`src/rtl/conversor_bcd_seq.sv`:
```
// conversor_bcd_seq: sequential 8-bit binary to 3-digit BCD converter (double dabble, one step per clock)
module conversor_bcd_seq (
  input  logic       clk,
  input  logic       rst_n,
  input  logic       start,
  input  logic [7:0] P,
  output logic       busy,
  output logic       done,
  output logic [3:0] centena,
  output logic [3:0] dezena,
  output logic [3:0] unidade
);
  typedef enum logic {OCIOSO, CONVERTE} estado_t;
  estado_t     estado;
  logic [7:0]  sr;
  logic [11:0] acc;
  logic [11:0] accc;
  logic [3:0]  cnt;
  logic [19:0] sh;
  always_comb begin
    accc[3:0]   = acc[3:0]   >= 4'd5 ? acc[3:0]   + 4'd3 : acc[3:0];
    accc[7:4]   = acc[7:4]   >= 4'd5 ? acc[7:4]   + 4'd3 : acc[7:4];
    accc[11:8]  = acc[11:8]  >= 4'd5 ? acc[11:8]  + 4'd3 : acc[11:8];
    sh          = {accc, sr} << 1;
  end
  always_ff @(posedge clk or negedge rst_n) begin
    if (!rst_n) begin
      estado  <= OCIOSO;
      sr      <= '0;
      acc     <= '0;
      cnt     <= '0;
      busy    <= 1'b0;
      done    <= 1'b0;
      centena <= '0;
      dezena  <= '0;
      unidade <= '0;
    end else begin
      done <= 1'b0;
      if (estado == OCIOSO) begin
        if (start) begin
          sr     <= P;
          acc    <= '0;
          cnt    <= '0;
          busy   <= 1'b1;
          estado <= CONVERTE;
        end
      end else begin
        acc <= sh[19:8];
        sr  <= sh[7:0];
        cnt <= cnt + 4'd1;
        // eighth shift: the corrected, shifted accumulator is the final result
        if (cnt == 4'd7) begin
          centena <= sh[19:16];
          dezena  <= sh[15:12];
          unidade <= sh[11:8];
          done    <= 1'b1;
          busy    <= 1'b0;
          estado  <= OCIOSO;
        end
      end
    end
  end
endmodule

```
`config.mk`:
```
export PLATFORM = sky130hd
export DESIGN_NAME = conversor_bcd_seq
export DESIGN_NICKNAME = d
export VERILOG_FILES = /design/src/rtl/conversor_bcd_seq.sv
export SDC_FILE = /design/constraint.sdc
export NUM_CORES = 1
export LEC_CHECK = 0
export ABC_AREA = 1
export CELL_PAD_IN_SITES_DETAIL_PLACEMENT = 1
export CELL_PAD_IN_SITES_GLOBAL_PLACEMENT = 2
export CORE_MARGIN = 2
export CORE_UTILIZATION = 29
export CTS_BUF_LIST = sky130_fd_sc_hd__clkbuf_4 sky130_fd_sc_hd__clkbuf_8 sky130_fd_sc_hd__clkbuf_16
export CTS_CLUSTER_SIZE = 12
export DETAILED_ROUTE_END_ITERATION = 7
export PLACE_DENSITY = 0.81
export SLEW_MARGIN = 20
export SYNTH_ARGS = -nofsm -noshare
export SYNTH_HDL_FRONTEND = slang
export SYNTH_SLANG_ARGS = --single-unit
```
`constraint.sdc`:
```
create_clock -name clk -period 1.4 [get_ports clk]
set_input_delay 0.21 -clock clk [delete_from_list [all_inputs] [get_ports clk]]
set_output_delay 0.21 -clock clk [all_outputs]
set_load 0.03 [all_outputs]
```
==> results.cfg <==
[run_status]
status = finished, final reports clean

[critical_path]
worstPathArrival_ns = 1.54
cp-end-kind = register
path_cells = ha_1 > inv_1 > nor3_4 > buf_4 > nand3_1 > nand2_1
slowest_stage = dfrtp_1
crit_buf_inv = 2
required_ns = 1.64
rr_worst_depth = 6
start_kind = register
reg2reg_slack_ns = 0.1
crit_type = register to register
cp_top_family = flip-flops
slowest_delay_ns = 0.39
r2r-start = cnt[0]$_DFFE_PN0P_
r2r-end = unidade[2]$_DFFE_PN0P_
crit_fanout = 5

[timing]
setup_slack_ns = 0.0967
max-slew-margin-rel = 0.791
fmax_ghz = 0.767
tightest_slew_ns = 0.313
rsz0062_at_grt = yes
timing_hold_violations_final = 0
maxSlewViolCount = 0
skew_ns = 0.0134
setup-violations-final = 0
fin_crit_ns = 1.30
period_share = 0.931

[logic_synthesis]
syn-num-nets = 237
synth_cells = 219
avgSynthCellArea_um2 = 8.37
yosys_warnings = 0
ys_types = 20
synth_area_mm2 = 0.00183
synth-seq-cells = 39
ys_seq_area_frac = 0.532

[power_and_ir_drop]
powerDensity_mw_per_mm2 = 2380
p_total_mw = 5.49
peakVddDrop_mv = 0.923
power_leakage_nw = 1.18

[floorplanning]
rows = 28
dieArea_mm2 = 0.00697
die_y_um = 83.5
chipWidth_um = 83.5
ios = 25
coreArea_mm2 = 0.00603
start_util = 0.304

[job]
maxCapViolCount = 0

[drt]
top_layer = met4
drt_iter0_markers = 62
drt_pass1_iterations = 4
viasPerCell = 4.62
wirelength_mm = 4.33
avgRoutedWirePerCell_um = 13.1
drcViolationCount = 0
dr_wl_met2_mm = 1.96
vias = 1524
final_antenna_net_count = 0
wl_met1_mm = 2.16
wl_met3_um = 170

[placement]
dp_slack_ns = 0.0711
port_buffers = 24
dpl.hpwl_mm = 3.04
routabilityCongestion = 0.693

[clocking]
cts_sinks = 39
cts_buffers = 5
cts_tree = yes
cts_buffer_depth = 2
cts-root-buf = clkbuf_8
clk_pin_slew_worst_paths_ns = 0.08
htree_levels = 2
clk_latency_ns = 0.30

[grt]
overflow = 0
antenna_found_initial = 0
grt_pass1_vias = 1517
grt_max_degree = 40
track_usage = 0.132
grt_pass1_wl_mm = 7.27

[finish]
drive_gt1_frac = 0.114
final_cell_mix = nand2_1, dfrtp_1, nand3_1
area_delta_synth_final_pct = 25.9
nNetsFinal = 272
mostFrequentLayoutCell = nand2_1
fillers = 733
antenna_cells = 0

[worst_hold_path]
hp-class = input port to asynchronous set/reset pin
-- how the worst max path moves through the flow --
stage	startpoint	endpoint	slack [ns]	cells after the start
after floorplan	cnt[0]$_DFFE_PN0P_	centena[0]$_DFFE_PN0P_	0.12	7
after global placement	acc[0]$_DFFE_PN0P_	unidade[2]$_DFFE_PN0P_	0.09	8
after detailed placement	cnt[0]$_DFFE_PN0P_	centena[1]$_DFFE_PN0P_	0.07	6
after CTS	acc[4]$_DFFE_PN0P_	dezena[1]$_DFFE_PN0P_	0.06	8
after global routing	acc[8]$_DFFE_PN0P_	centena[1]$_DFFE_PN0P_	-0.004	7
final	cnt[0]$_DFFE_PN0P_	unidade[2]$_DFFE_PN0P_	0.1	6
-- synthesized netlist by cell type --
cell,number,area share
nand2_1,87,0.18
dfrtp_1,39,0.53
nand3_1,26,0.071
inv_1,17,0.035
o21ai_0,12,0.033
nor2_1,8,0.016
ha_1,7,0.048
nand4_1,5,0.017
a21oi_1,2,0.0055
buf_2,2,0.0055
buf_6,2,0.012
inv_2,2,0.0041
nand2_2,2,0.0068
o22ai_1,2,0.0068
a22o_1,1,0.0048
buf_4,1,0.0041
clkinv_1,1,0.0020
nor3_4,1,0.0089
o211ai_1,1,0.0041
xnor2_1,1,0.0048
-- layer usage --
metal | vias up | GRT usage
met3 | 4 | 0.0425
met4 | 0 | 0.0352
met1 | 727 | 0.173
met5 | - | 0
li1 | 767 | -
met2 | 26 | 0.213
-- per-stage QoR --
step	cells	instance area [µm²]	hold WS [ns]	setup TNS [ns]	util
2_1_floorplan	219	1830	-0.0856	0	-
3_3_place_gp	320	2190	0.195	0	0.363
3_5_place_dp	320	2190	0.201	0	0.363
4_1_cts	329	2270	0.419	0	0.376
5_1_grt	330	2310	0.428	-0.00756	0.383
6_report	330	2310	0.410	0	0.383
-- power by group --
part           switching (mW)  internal (mW)  total (mW)
logic                    1.73          0.979        2.71
registers               0.358           1.64        2.00
clock network           0.397          0.389       0.786
total                    2.48           3.01        5.49
-- tightest hold or removal path, delay by kind of cell --
family	cells	cell delay (ns)
buffers and inverters	3	0.88
-- area by class of cell --
| class | count | area (µm²) | share of cell area |
|---|---|---|---|
| Sequential cell | 39 | 976 | 0.423 |
| Multi-Input combinational cell | 155 | 764 | 0.331 |
| Timing Repair Buffer | 33 | 304 | 0.132 |
| Tap cell | 75 | 93.8 | 0.0407 |
| Clock buffer | 7 | 83.8 | 0.0363 |
| Inverter | 20 | 81.3 | 0.0352 |
| Clock inverter | 1 | 5.00 | 0.00217 |
-- registers in the layout (all words and copies together) (netlist names) --
| register | count |
|---|---|
| done | 1 |
| acc | 12 |
| busy | 1 |
| centena | 4 |
| unidade | 4 |
| dezena | 4 |
| estado | 1 |
| sr | 8 |
| cnt | 4 |
-- repair_timing --
action                                  in CTS  in global routing
pin swaps                                    0                  2
hold buffers                                 1                  0
endpoints found under the setup margin      14                 13
setup buffers                                0                  1
endpoints found under the hold margin       39                  0
resized for setup                           14                  9
-- kinds of logic (layout without fill, tap and decap cells) --
kind of cell    after synthesis  in the layout  synth area share
compound gates               18             18            0.0539
simple gates                129            129             0.298
xor+xnor                      1              1           0.00478
fa+ha+maj                     7              7            0.0478
flops                        39             39             0.532
buf+inv                      25             61            0.0628
Power figures use the tool's default switching activity.
